[config.mk]
export PLATFORM = sky130hd
export DESIGN_NAME = traffic_phase_ctrl
export DESIGN_NICKNAME = d
export VERILOG_FILES = /design/src/rtl/traffic_phase_ctrl.sv
export SDC_FILE = /design/constraint.sdc
export NUM_CORES = 1
export LEC_CHECK = 0
export ABC_AREA = 1
export BUFFER_PORTS_ARGS = -buffer_cell sky130_fd_sc_hd__buf_2
export CORE_ASPECT_RATIO = 1.25
export CORE_MARGIN = 2
export CORE_UTILIZATION = 45
export CTS_CLUSTER_SIZE = 8
export DETAILED_ROUTE_END_ITERATION = 10
export GPL_TIMING_DRIVEN = 0
export HOLD_SLACK_MARGIN = 0.15
export PLACE_DENSITY = 0.69
export SLEW_MARGIN = 10
export SYNTH_ARGS = -nofsm -noshare
export SYNTH_HDL_FRONTEND = slang
export SYNTH_SLANG_ARGS = --single-unit
[constraint.sdc]
create_clock -name clk -period 2.4 [get_ports clk]
set_input_delay 0.48 -clock clk [delete_from_list [all_inputs] [get_ports clk]]
set_output_delay 0.48 -clock clk [all_outputs]
set_load 0.01 [all_outputs]
[src/rtl/traffic_phase_ctrl.sv]
// N-direction traffic-light sequencer: green/yellow/all-red rotation with an
// optional demand-driven skip and emergency-vehicle pre-emption.
module traffic_phase_ctrl #(
    parameter int NUM_DIRS    = 4,
    parameter int GREEN_CYC   = 8,
    parameter int YELLOW_CYC  = 3,
    parameter int ALLRED_CYC  = 1,
    parameter int DEMAND_MODE = 0,
    parameter int DIR_W       = (NUM_DIRS > 1) ? $clog2(NUM_DIRS) : 1,
    parameter int CNT_W       = $clog2((((GREEN_CYC > YELLOW_CYC) ? GREEN_CYC : YELLOW_CYC) > ALLRED_CYC
                                        ? ((GREEN_CYC > YELLOW_CYC) ? GREEN_CYC : YELLOW_CYC)
                                        : ALLRED_CYC) + 1)
) (
    input  logic                  clk,
    input  logic                  rst,
    input  logic [NUM_DIRS-1:0]   dir_req,
    input  logic                  emerg_req,
    input  logic [DIR_W-1:0]      emerg_dir,
    output logic [2*NUM_DIRS-1:0] lights,
    output logic [DIR_W-1:0]      active_dir,
    output logic                  phase_start,
    output logic                  in_emerg
);

    typedef enum logic [1:0] {S_GREEN, S_YELLOW, S_ALLRED, S_EMERG} state_t;

    localparam logic [CNT_W-1:0] G_LOAD = CNT_W'(GREEN_CYC - 1);
    localparam logic [CNT_W-1:0] Y_LOAD = CNT_W'(YELLOW_CYC - 1);
    localparam logic [CNT_W-1:0] R_LOAD = CNT_W'(ALLRED_CYC - 1);

    state_t           r_state;
    logic [CNT_W-1:0] r_timer;
    logic [DIR_W-1:0] r_dir;
    logic [DIR_W-1:0] r_next;
    logic             r_phase_start;

    logic             w_ev;
    logic             w_tdone;
    logic             w_found;
    logic [DIR_W-1:0] w_search;
    logic [DIR_W-1:0] w_wrap;
    logic [DIR_W-1:0] w_after;

    assign w_ev    = emerg_req && (int'(emerg_dir) < NUM_DIRS);
    assign w_tdone = (r_timer == '0);
    assign w_wrap  = (int'(r_dir) == NUM_DIRS - 1) ? '0 : DIR_W'(int'(r_dir) + 1);

    // Nearest requesting direction after r_dir; walking k downward lets the closest win.
    always_comb begin
        w_found  = 1'b0;
        w_search = r_dir;
        for (int k = NUM_DIRS - 1; k >= 1; k--) begin
            if (dir_req[(int'(r_dir) + k) % NUM_DIRS]) begin
                w_found  = 1'b1;
                w_search = DIR_W'((int'(r_dir) + k) % NUM_DIRS);
            end
        end
    end

    // Target after a yellow/all-red; with no other demand we come back to the same approach.
    assign w_after = (DEMAND_MODE != 0) ? (w_found ? w_search : r_dir) : w_wrap;

    always_ff @(posedge clk or negedge rst) begin
        if (!rst) begin
            r_state       <= S_GREEN;
            r_timer       <= G_LOAD;
            r_dir         <= '0;
            r_next        <= '0;
            r_phase_start <= 1'b1;
        end else begin
            r_phase_start <= 1'b0;
            case (r_state)
                S_GREEN: begin
                    if (w_ev && emerg_dir == r_dir) begin
                        r_state       <= S_EMERG;
                        r_phase_start <= 1'b1;
                    end else if (w_ev) begin
                        r_state <= S_YELLOW;
                        r_timer <= Y_LOAD;
                        r_next  <= w_after;
                    end else if (w_tdone) begin
                        if (DEMAND_MODE != 0 && !w_found) begin
                            r_timer <= G_LOAD;
                        end else begin
                            r_state <= S_YELLOW;
                            r_timer <= Y_LOAD;
                            r_next  <= w_after;
                        end
                    end else begin
                        r_timer <= r_timer - CNT_W'(1);
                    end
                end
                S_YELLOW: begin
                    if (w_tdone) begin
                        r_state <= S_ALLRED;
                        r_timer <= R_LOAD;
                    end else begin
                        r_timer <= r_timer - CNT_W'(1);
                    end
                end
                S_ALLRED: begin
                    if (w_tdone) begin
                        r_phase_start <= 1'b1;
                        if (w_ev) begin
                            r_state <= S_EMERG;
                            r_dir   <= emerg_dir;
                        end else begin
                            r_state <= S_GREEN;
                            r_dir   <= r_next;
                            r_timer <= G_LOAD;
                        end
                    end else begin
                        r_timer <= r_timer - CNT_W'(1);
                    end
                end
                S_EMERG: begin
                    if (!emerg_req) begin
                        r_state <= S_YELLOW;
                        r_timer <= Y_LOAD;
                        r_next  <= w_after;
                    end
                end
                default: r_state <= S_GREEN;
            endcase
        end
    end

    always_comb begin
        lights = '0;
        for (int i = 0; i < NUM_DIRS; i++) begin
            if (DIR_W'(i) == r_dir) begin
                if (r_state == S_GREEN || r_state == S_EMERG) lights[2*i +: 2] = 2'b10;
                else if (r_state == S_YELLOW)                 lights[2*i +: 2] = 2'b01;
            end
        end
    end

    assign active_dir  = r_dir;
    assign phase_start = r_phase_start;
    assign in_emerg    = (r_state == S_EMERG);

endmodule

# After elaboration in Yosys (flattened, before gate mapping)
# Index checks and enable logic that the tools add are counted.
[op_classes]
n_addsub = 2
eq_ne = 15
n_mux = 32
reduce_logical = 10
[ops]
columns = ["op", "n"]
rows = [
  ["$mux W2", 18],
  ["$mux W4", 7],
  ["$pmux W4 S4", 1],
  ["$ne A2 B2 Y1 const B", 4],
  ["$pmux W2 S4", 1],
  ["$reduce_and A4 Y1", 2],
  ["$ne A3 B3 Y1 const B", 2],
  ["$eq A2 B1 Y1 const B", 2],
  ["$eq A2 B2 Y1 const A", 2],
  ["$eq A2 B2 Y1 const B", 2],
  ["$logic_not A2 Y1", 2],
  ["$logic_not A4 Y1", 1],
  ["$ne A4 B4 Y1 const B", 1],
  ["$pmux W2 S2", 1],
  ["$sub A4 B1 Y4 const B", 1],
  ["$mux W1", 3],
  ["$reduce_and A3 Y1", 1],
  ["$add A2 B1 Y2 const B", 1],
  ["$eq A1 B2 Y1 const A", 1],
  ["$eq A2 B2 Y1", 1],
  ["$pmux W1 S2", 1],
  ["$reduce_and A2 Y1", 1],
  ["$reduce_bool A2 Y1", 1],
  ["$logic_and A1 B1 Y1", 1],
  ["$logic_or A1 B1 Y1", 1],
]
[word_totals]
register_bits = 11
input_bits = 9
elab_cells = 64

# Longest topological paths before layout
# Gate-level depths: netlist of the first run.
[logic_depth]
ltp_word = 6
depth_mapped = 9
depth_no_buf = 9

# Least setup slack after synthesis of the first run
# OpenSTA, ideal clock, no wires.
[synth_path]
kind = "register -> output"
start = "register r_state[0]"
end = "output port lights[1]"
t_arrival_ps = 949
slack_ps = 971
stages_incl_launch_ff = 4
path_buffers = 0
cell_sequence = "dfrtp_1 inv_1 ha_1 nor2_1"
[synth_via]
elab_chain_cells = 4
[synth_rtl]
columns = ["item", "line", "rtl"]
rows = [
  ["from (decl)", "31", "state_t r_state;"],
  ["from (signal assigned)", "65", "r_state <= S_GREEN;"],
  ["from (signal assigned)", "75", "r_state <= S_EMERG;"],
  ["from (signal assigned)", "78", "r_state <= S_YELLOW;"],
  ["$eq A2 B2 Y1 or $logic_not A2 Y1 (tied branches)", "132", "if (r_state == S_GREEN || r_state == S_EMERG) lights[2*i +: 2] = 2'b10;"],
  ["$logic_or A1 B1 Y1 *", "132", ""],
  ["$mux W2 *", "132", ""],
  ["$mux W2 *", "131", "if (DIR_W'(i) == r_dir) begin"],
  ["to (decl)", "19", "output logic [2*NUM_DIRS-1:0] lights,"],
]
# Every way passes the cells marked *; elsewhere a longest branch is shown, timed or not.

# Worst setup path in the final report of the first run
[layout_path]
start = "register r_state[0]"
end = "output port lights[3]"
# Same word-level chain as after synthesis.

==> impl_metrics.env, run 1 <==
export IMPL_start_util_pct=46.6
export IMPL_power_density_nw_per_um2=1350
export IMPL_finalSetupViolCount=0
export IMPL_busiest_layer="met2"
export IMPL_power_leakage_nw=0.604
export IMPL_synth_flop_cell="dfrtp_1"
export IMPL_grt_pass1_vias=774
export IMPL_grt_use_met2_pct=30.4
export IMPL_cts_resized=0
export IMPL_dp_cells=160
export IMPL_finalCritPeriodShare_pct=77.5
export IMPL_cts_hold_buf=1
export IMPL_vias=822
export IMPL_multi_input_area_sq_um=518
export IMPL_overflow=0
export IMPL_period_needed_ns=1.86
export IMPL_clock_path_buffers=2
export IMPL_synth_enable_flop_cells=0
export IMPL_fmax_ghz=0.538
export IMPL_core_sq_um=1910
export IMPL_skew_ns=0.00580
export IMPL_drt_first_iter_violations=26
export IMPL_avgViaCountPerCell=4.98
export IMPL_routed_wl_microns=1790
export IMPL_yosysMostFrequentCell="nand2_1"
export IMPL_cts_tree="yes"
export IMPL_drive_above_1_share_pct=26.2
export IMPL_die_area_sq_um=2360
export IMPL_gp_congestion=0.815
export IMPL_r2r_start="r_state[1]"
export IMPL_cap_violations=0
export IMPL_whs_path_depth=2
export IMPL_p_clk_share_pct=9.4
export IMPL_synth_distinct_cells=19
export IMPL_cts_sinks=11
export IMPL_syn_inst=124
export IMPL_synth_common_cells="nand2_1 (33), inv_1 (24), o21ai_0 (11)"
export IMPL_grtUsageMet1_pct=22.0
export IMPL_start_kind="flop"
export IMPL_peakVddDrop_mv=0.644
export IMPL_dr_pass1_iters=4
export IMPL_synth_warnings=0
export IMPL_grt_max_degree=12
export IMPL_synth_area_sq_um=892
export IMPL_arrival_ns=1.38
export IMPL_path_max_fanout=4
export IMPL_p_int_mw=0.694
export IMPL_post_cts_buffers=0
export IMPL_slew_violations=0
export IMPL_die_h_microns=53.8
export IMPL_cts_buffers_inserted=3
export IMPL_register_area_sq_um=280
export IMPL_clock_latency_ns=0.28
export IMPL_hold_end="r_next[0]"
export IMPL_outcome="finished clean"
export IMPL_drc=0
export IMPL_antenna_left=0
export IMPL_crit_path_end_kind="output pin"
export IMPL_clock_root_buffer="clkbuf_4"
export IMPL_final_cells=165
export IMPL_num_rows=18
export IMPL_final_hold_violation_count=0
export IMPL_rrSetupSlack_ns=0.94
export IMPL_cts_max_level=1
export IMPL_worstHoldPathType="flop to flop"
export IMPL_reg2reg_depth=9
export IMPL_yosys_area_top_type="dfrtp_1"
export IMPL_grt_use_total_pct=18.3
export IMPL_slowest_delay_ns=0.39
export IMPL_grt_pass1_wl_microns=3160
export IMPL_clk_pin_slew_worst_paths_ns=0.07
export IMPL_timing_rr_end="r_state[0]"
export IMPL_port_buffers=16
export IMPL_async_flop_share_pct=100
export IMPL_worst_slew_pin_slew_ns=0.255
export IMPL_fin_nets=164
export IMPL_holdWs_ns=0.487
export IMPL_ys_seq_area_share_pct=31.4
export IMPL_fillers=189
export IMPL_antennaDiodeCount=0
export IMPL_syn_to_final_growth_pct=15.8
export IMPL_io_pins=21
export IMPL_synth_area_leaders="dfrtp_1 (20%), nand2_1 (14%), ha_1 (13%), dfstp_2 (12%), inv_1 (10%)"
export IMPL_crit_chain="inv_1, ha_1, nor2_1, buf_2"
export IMPL_seq_power_share_pct=27.0
export IMPL_synthDominantCellAreaShare_pct=19.6
export IMPL_grtUsageMet3_pct=2.01
export IMPL_rsz0062_at_grt="false"
export IMPL_synth_avg_cell_area_sq_um=7.19
export IMPL_critical_path_class="flop to output pin"
export IMPL_hp_start="r_next[0]"
export IMPL_switching_share_pct=50.1
export IMPL_post_dp_hpwl_microns=1480
export IMPL_timing_setup_tns_ns=0
export IMPL_relSlewSlack_pct=82.9
export IMPL_grt_antenna_before_repair=0
export IMPL_die_w_microns=43.8
export IMPL_synth_nets=142
export IMPL_synth_seq_cells=11
export IMPL_crit_slowest_cell="dfrtp_1"
export IMPL_cp_required_ns=1.92
export IMPL_comb_power_share_pct=63.6
export IMPL_switchingPower_mw=0.697
export IMPL_post_drt_wl_per_cell_microns=10.9
## how the worst max path moves through the flow
stage,depth (start not counted),endpoint,startpoint
after floorplan,3,lights[1],r_state[0]
after global placement,4,lights[5],r_state[0]
after detailed placement,4,lights[3],r_state[0]
after CTS,4,lights[3],r_state[0]
after global routing,4,lights[1],r_state[0]
final,4,lights[3],r_state[0]
## cells by family (layout without fill, tap and decap cells)
kind of cell             count (synthesis)  after routing  synth area share [%]
AO/OA/AOI/OAI                           16             16                  9.68
adder cells (fa/ha/maj)                  9              9                  12.6
buffers and inverters                   25             46                  10.5
flip-flops                              11             11                  31.4
AND/OR/NAND/NOR                         63             63                  35.8
## power groups by stage
stage / registers [mW] / clock network [mW] / logic [mW]
3_3_place_gp: 0.371 / 0 / 0.874
3_5_place_dp: 0.376 / 0 / 0.892
2_1_floorplan: 0.372 / 0 / 0.671
6_report: 0.375 / 0.131 / 0.885
5_1_grt: 0.388 / 0.146 / 1.02
4_1_cts: 0.373 / 0.133 / 0.898
## area by class of cell
type | instances | area share (%)
inverter | 25 | 9.08
multi-input combinational | 88 | 50.1
timing repair buffer | 17 | 8.72
clock buffer | 4 | 2.54
sequential | 11 | 27.1
tap | 20 | 2.42
## metal layers
layer  share of wire (%)  wire [microns]
met1                  44             785
met2                  49             876
met3                 4.0              72
met4                 3.2              58
met5                   0               0
## sequential cells by signal, summed over array words and instances, names as in the netlist
signal and flops:
r_timer 4, active_dir 2, r_next 2, r_state 2
phase_start 1
## critical path: cells and delay by family (launching register included)
| kind | cells | cell delay [ns] |
|---|---|---|
| and+or+nand+nor | 1 | 0.13 |
| DFF | 1 | 0.39 |
| buffers and inverters | 2 | 0.24 |
| adders and majority gates | 1 | 0.35 |
## through the flow
step	setup WS, ns	utilization [%]	total power, mW	area (sq um)
final	0.541	54.0	1.39	1030
after global routing	0.433	54.0	1.56	1030
after CTS	0.534	54.0	1.40	1030
after detailed placement	0.845	52.1	1.27	997
after global placement	0.905	52.1	1.25	997
after floorplan	0.971	-	1.04	892
## placed cells by master (no fill, tap or decap)
master,synthesis,routed
nand2_1,33,33
inv_1,24,24
buf_2,0,16
o21ai_0,11,11
nor2_1,9,9
ha_1,9,9
dfrtp_1,7,7
nand3_1,5,5
nor2_4,4,4
dfstp_2,4,4
nand3_2,3,3
nand2_2,3,3
nand4_1,3,3
clkbuf_4,0,3
nor2_2,2,2
o21ai_1,2,2
inv_2,1,1
nand2_4,1,1
o211ai_1,1,1
o21ai_2,1,1
a21oi_1,1,1
clkbuf_1,0,1
dlygate4sd3_1,0,1
No activity file was read; power rests on OpenSTA's default activity.
==> run 2, diff against run 1 <==
Settings changed: PLACE_DENSITY 0.69 to 0.71.
Clock period 2.4 ns to 1.61 ns, I/O delays scaled along.
==> impl_metrics.env, run 2 (synthesis gave the netlist of run 1 again) <==
export IMPL_outcome="finished clean"
export IMPL_mostFrequentLayoutCell="nand2_1"
export IMPL_clock_path_buffers=2
export IMPL_reg2reg_depth=9
export IMPL_cp_top_family="flip-flops"
export IMPL_dr_pass1_iters=4
export IMPL_crit_path_end_kind="output pin"
export IMPL_final_hold_violation_count=0
export IMPL_cap_violations=0
export IMPL_grt_max_degree=12
export IMPL_critical_path_class="flop to output pin"
export IMPL_power_leakage_nw=0.621
export IMPL_regMostFlops="r_timer"
export IMPL_die_area_sq_um=2360
export IMPL_cp_required_ns=1.29
export IMPL_worst_slew_pin_slew_ns=0.264
export IMPL_grt_pass1_vias=755
export IMPL_holdWs_ns=0.394
export IMPL_power_density_nw_per_um2=2050
export IMPL_overflow=0
export IMPL_start_kind="flop"
export IMPL_crit_slowest_cell="dfrtp_1"
export IMPL_post_drt_wl_per_cell_microns=11.1
export IMPL_cts_max_level=1
export IMPL_grt_antenna_before_repair=0
export IMPL_fin_nets=169
export IMPL_vias=849
export IMPL_cts_sinks=11
export IMPL_port_buffers=16
export IMPL_die_h_microns=53.8
export IMPL_place_ws_ns=0.136
export IMPL_post_route_util_pct=57.8
export IMPL_gp_congestion=0.771
export IMPL_clock_root_buffer="clkbuf_4"
export IMPL_period_needed_ns=1.60
export IMPL_largest_reg_flops=4
export IMPL_fmax_ghz=0.623
export IMPL_cp_num_buf_inv=2
export IMPL_avgViaCountPerCell=4.99
export IMPL_antennaDiodeCount=0
export IMPL_slowest_delay_ns=0.44
export IMPL_drive_above_1_share_pct=35.3
export IMPL_arrival_ns=1.28
export IMPL_r2r_start="r_state[0]"
export IMPL_crit_chain="inv_2, ha_4, nor2_1, buf_2"
export IMPL_routed_wl_microns=1890
export IMPL_rrSetupSlack_ns=0.13
export IMPL_fin_ws_ns=0.00596
export IMPL_grt_use_total_pct=17.5
export IMPL_finalCritPeriodShare_pct=99.6
export IMPL_peakVddDrop_mv=1.09
export IMPL_relSlewSlack_pct=82.3
export IMPL_power_mw=2.27
export IMPL_hp_start="emerg_req"
export IMPL_finalInstanceArea_sq_um=1110
export IMPL_post_dp_hpwl_microns=1400
export IMPL_clk_pin_slew_worst_paths_ns=0.08
export IMPL_cts_buffers_inserted=3
export IMPL_timing_rr_end="r_state[1]"
export IMPL_core_sq_um=1910
export IMPL_antenna_left=0
export IMPL_start_util_pct=46.6
export IMPL_finalSetupViolCount=0
export IMPL_critPathLaunch="r_state[0]"
export IMPL_drt_first_iter_violations=16
export IMPL_die_w_microns=43.8
export IMPL_hold_end="active_dir[0]"
export IMPL_clock_latency_ns=0.28
export IMPL_rsz0062_at_grt="true"
export IMPL_placed_area_sq_um=997
export IMPL_fillers=179
export IMPL_syn_to_final_growth_pct=24.1
export IMPL_drc=0
export IMPL_cts_tree="yes"
export IMPL_path_max_fanout=4
export IMPL_skew_ns=0.00588
export IMPL_slew_violations=0
export IMPL_worstHoldPathType="input port to flop"
export IMPL_io_pins=21
export IMPL_grt_pass1_wl_microns=3050
export IMPL_final_cell_mix="nand2_1 (33), inv_1 (21), buf_2 (16)"
export IMPL_num_rows=18
export IMPL_whs_path_depth=3
[run 2: worst max path at each step]
stage | cells after the start | endpoint
after floorplan | 9 | r_state[0]
after global placement | 9 | r_state[0]
after detailed placement | 9 | r_state[1]
after CTS | 5 | lights[1]
after global routing | 4 | lights[3]
final | 4 | lights[3]
[run 2: area by class of cell]
| type | instances | area, sq um | share of cell area (%) |
|---|---|---|---|
| tap | 20 | 25.0 | 2.26 |
| timing repair buffer | 22 | 128 | 11.5 |
| clock buffer | 4 | 26.3 | 2.37 |
| multi-input combinational | 88 | 553 | 49.9 |
| inverter | 25 | 93.8 | 8.47 |
| sequential | 11 | 282 | 25.4 |
[run 2: stage by stage]
stage	TNS [ns]	instances
floorplan	0	124
global placement	0	160
detailed placement	0	160
CTS	0	168
global route	-0.0697	170
finish	0	170
[run 2: report_power, final]
group | switching (mW) | total, mW | leakage (nW) | internal, mW
registers | 0.126 | 0.561 | 0.129 | 0.435
clock network | 0.102 | 0.198 | 0.0150 | 0.0962
logic | 0.869 | 1.51 | 0.477 | 0.645
[run 2: what timing repair did]
item / in CTS / in global routing
setup endpoints to repair: 8 / 8
hold buffers: 1 / 0
pin swaps: 0 / 5
buffers inserted: 3 / 2
endpoints found under the hold margin: 7 / 0
gates resized for setup: 5 / 6
[run 2: layer usage]
layer	vias up	global-route usage, %	share of wire (%)
li1	439	-	-
met1	389	21.9	43
met5	-	0	0
met2	16	29.2	51
met3	5	2.01	3.5
met4	0	9.09	2.1
[run 2: worst min-delay path, delay by kind of cell]
kind	cells	cell delay [ns]
AOI/OAI and AO/OA	2	0.18
buffers and inverters	1	0.14
==> run 3, diff against run 2 <==
Settings changed: CELL_PAD_IN_SITES_DETAIL_PLACEMENT from default to 0, CELL_PAD_IN_SITES_GLOBAL_PLACEMENT from default to 1, CORE_UTILIZATION 45 to 33, PLACE_DENSITY 0.71 to default, PLACE_DENSITY_LB_ADDON from default to 0.1.
==> impl_metrics.env, run 3 (synthesis gave the netlist of run 1 again) <==
export IMPL_power_mw=2.35
export IMPL_antennaDiodeCount=0
export IMPL_core_sq_um=2630
export IMPL_fin_ws_ns=0.0119
export IMPL_gp_congestion=0.785
export IMPL_multi_input_area_sq_um=551
export IMPL_cp_required_ns=1.29
export IMPL_drc=0
export IMPL_fin_nets=172
export IMPL_post_route_util_pct=43.6
export IMPL_mostFrequentLayoutCell="nand2_1"
export IMPL_die_area_sq_um=3140
export IMPL_antenna_left=0
export IMPL_routed_wl_microns=2130
export IMPL_drt_first_iter_violations=25
export IMPL_place_ws_ns=0.100
export IMPL_syn_to_final_growth_pct=28.3
export IMPL_vias=856
export IMPL_timing_setup_tns_ns=0
export IMPL_cts_sinks=11
export IMPL_cts_max_level=1
export IMPL_power_density_nw_per_um2=2050
export IMPL_crit_path_end_kind="output pin"
export IMPL_regMostFlops="r_timer"
export IMPL_critPathLaunch="r_state[1]"
export IMPL_grt_max_degree=12
export IMPL_io_pins=21
export IMPL_clock_path_buffers=2
export IMPL_peakVddDrop_mv=0.909
export IMPL_start_kind="flop"
export IMPL_overflow=0
export IMPL_critical_path_class="flop to output pin"
export IMPL_grt_antenna_before_repair=0
export IMPL_drive_above_1_share_pct=35.9
export IMPL_largest_reg_flops=4
export IMPL_rsz0062_at_grt="true"
export IMPL_num_rows=21
export IMPL_worst_slew_pin_slew_ns=0.264
export IMPL_path_max_fanout=4
export IMPL_grt_use_total_pct=15.1
export IMPL_relSlewSlack_pct=82.4
export IMPL_outcome="finished clean"
export IMPL_hp_start="emerg_req"
export IMPL_arrival_ns=1.28
export IMPL_period_needed_ns=1.60
export IMPL_post_dp_hpwl_microns=1630
export IMPL_register_area_sq_um=282
export IMPL_fillers=291
export IMPL_final_cell_mix="nand2_1 (33), inv_1 (21), buf_2 (16)"
export IMPL_post_drt_wl_per_cell_microns=11.4
export IMPL_cap_violations=0
export IMPL_finalCritPeriodShare_pct=99.3
export IMPL_skew_ns=0.00775
export IMPL_grt_pass1_vias=823
export IMPL_finalInstanceArea_sq_um=1140
export IMPL_slew_violations=0
export IMPL_clk_pin_slew_worst_paths_ns=0.08
export IMPL_worstHoldPathType="input port to flop"
export IMPL_fmax_ghz=0.626
export IMPL_power_leakage_nw=0.637
export IMPL_die_h_microns=62.1
export IMPL_start_util_pct=34.0
export IMPL_final_hold_violation_count=0
export IMPL_clock_root_buffer="clkbuf_4"
export IMPL_cts_buffers_inserted=3
export IMPL_avgViaCountPerCell=4.58
export IMPL_finalSetupViolCount=0
export IMPL_grt_pass1_wl_microns=3640
export IMPL_port_buffers=16
export IMPL_clock_latency_ns=0.28
export IMPL_cts_tree="yes"
export IMPL_die_w_microns=50.5
export IMPL_placed_area_sq_um=1010
export IMPL_r2r_start="r_state[0]"
export IMPL_dr_pass1_iters=4
## run 3: worst max-delay path, stage by stage (launching register included)
cell     delay [ns]
dfrtp_1        0.40
inv_2          0.13
ha_4           0.23
nor2_1         0.10
buf_2          0.13
## run 3: timing repair
action / in CTS / in global routing
hold buffers: 1 / 0
buffers inserted: 3 / 5
setup endpoints to repair: 8 / 7
hold endpoints to repair: 7 / 0
gates resized for setup: 7 / 3
pin swaps: 0 / 1
## run 3: cell type report
type | instances | share of cell area [%]
inverter | 25 | 8.20
sequential | 11 | 24.6
multi-input combinational | 88 | 48.1
timing repair buffer | 25 | 13.1
clock buffer | 4 | 2.30
tap | 34 | 3.72
## run 3: path summary, 6_finish.rpt
check / end / slack (ns) / cells past startpoint
max reg2reg: r_state[1] / 0.10 / 7
max in group asynchronous: phase_start / 0.90 / 2
min reg2reg: r_next[0] / 0.48 / 2
max: lights[5] / 0.01 / 4
min in group asynchronous: r_next[1] / 0.44 / 2
min: active_dir[0] / 0.39 / 3
## run 3: metal layers
metal  vias to the layer above  GRT usage, %  routed length, microns
met4                         0          6.08                      48
met5                         -             0                       0
li1                        440             -                       -
met2                        29          25.8                    1060
met3                         7          1.68                     105
met1                       380          18.8                     914
## run 3: through the flow
step	hold slack [ns]	std cells
after floorplan	0.0264	124
after global placement	0.210	174
after detailed placement	0.218	174
after CTS	0.395	182
after global routing	0.422	187
final	0.392	187
## run 3: power breakdown
group          internal (mW)  switching, mW  leakage (nW)
Clock                 0.0962          0.108        0.0150
Combinational          0.681          0.913         0.494
Sequential             0.435          0.119         0.129
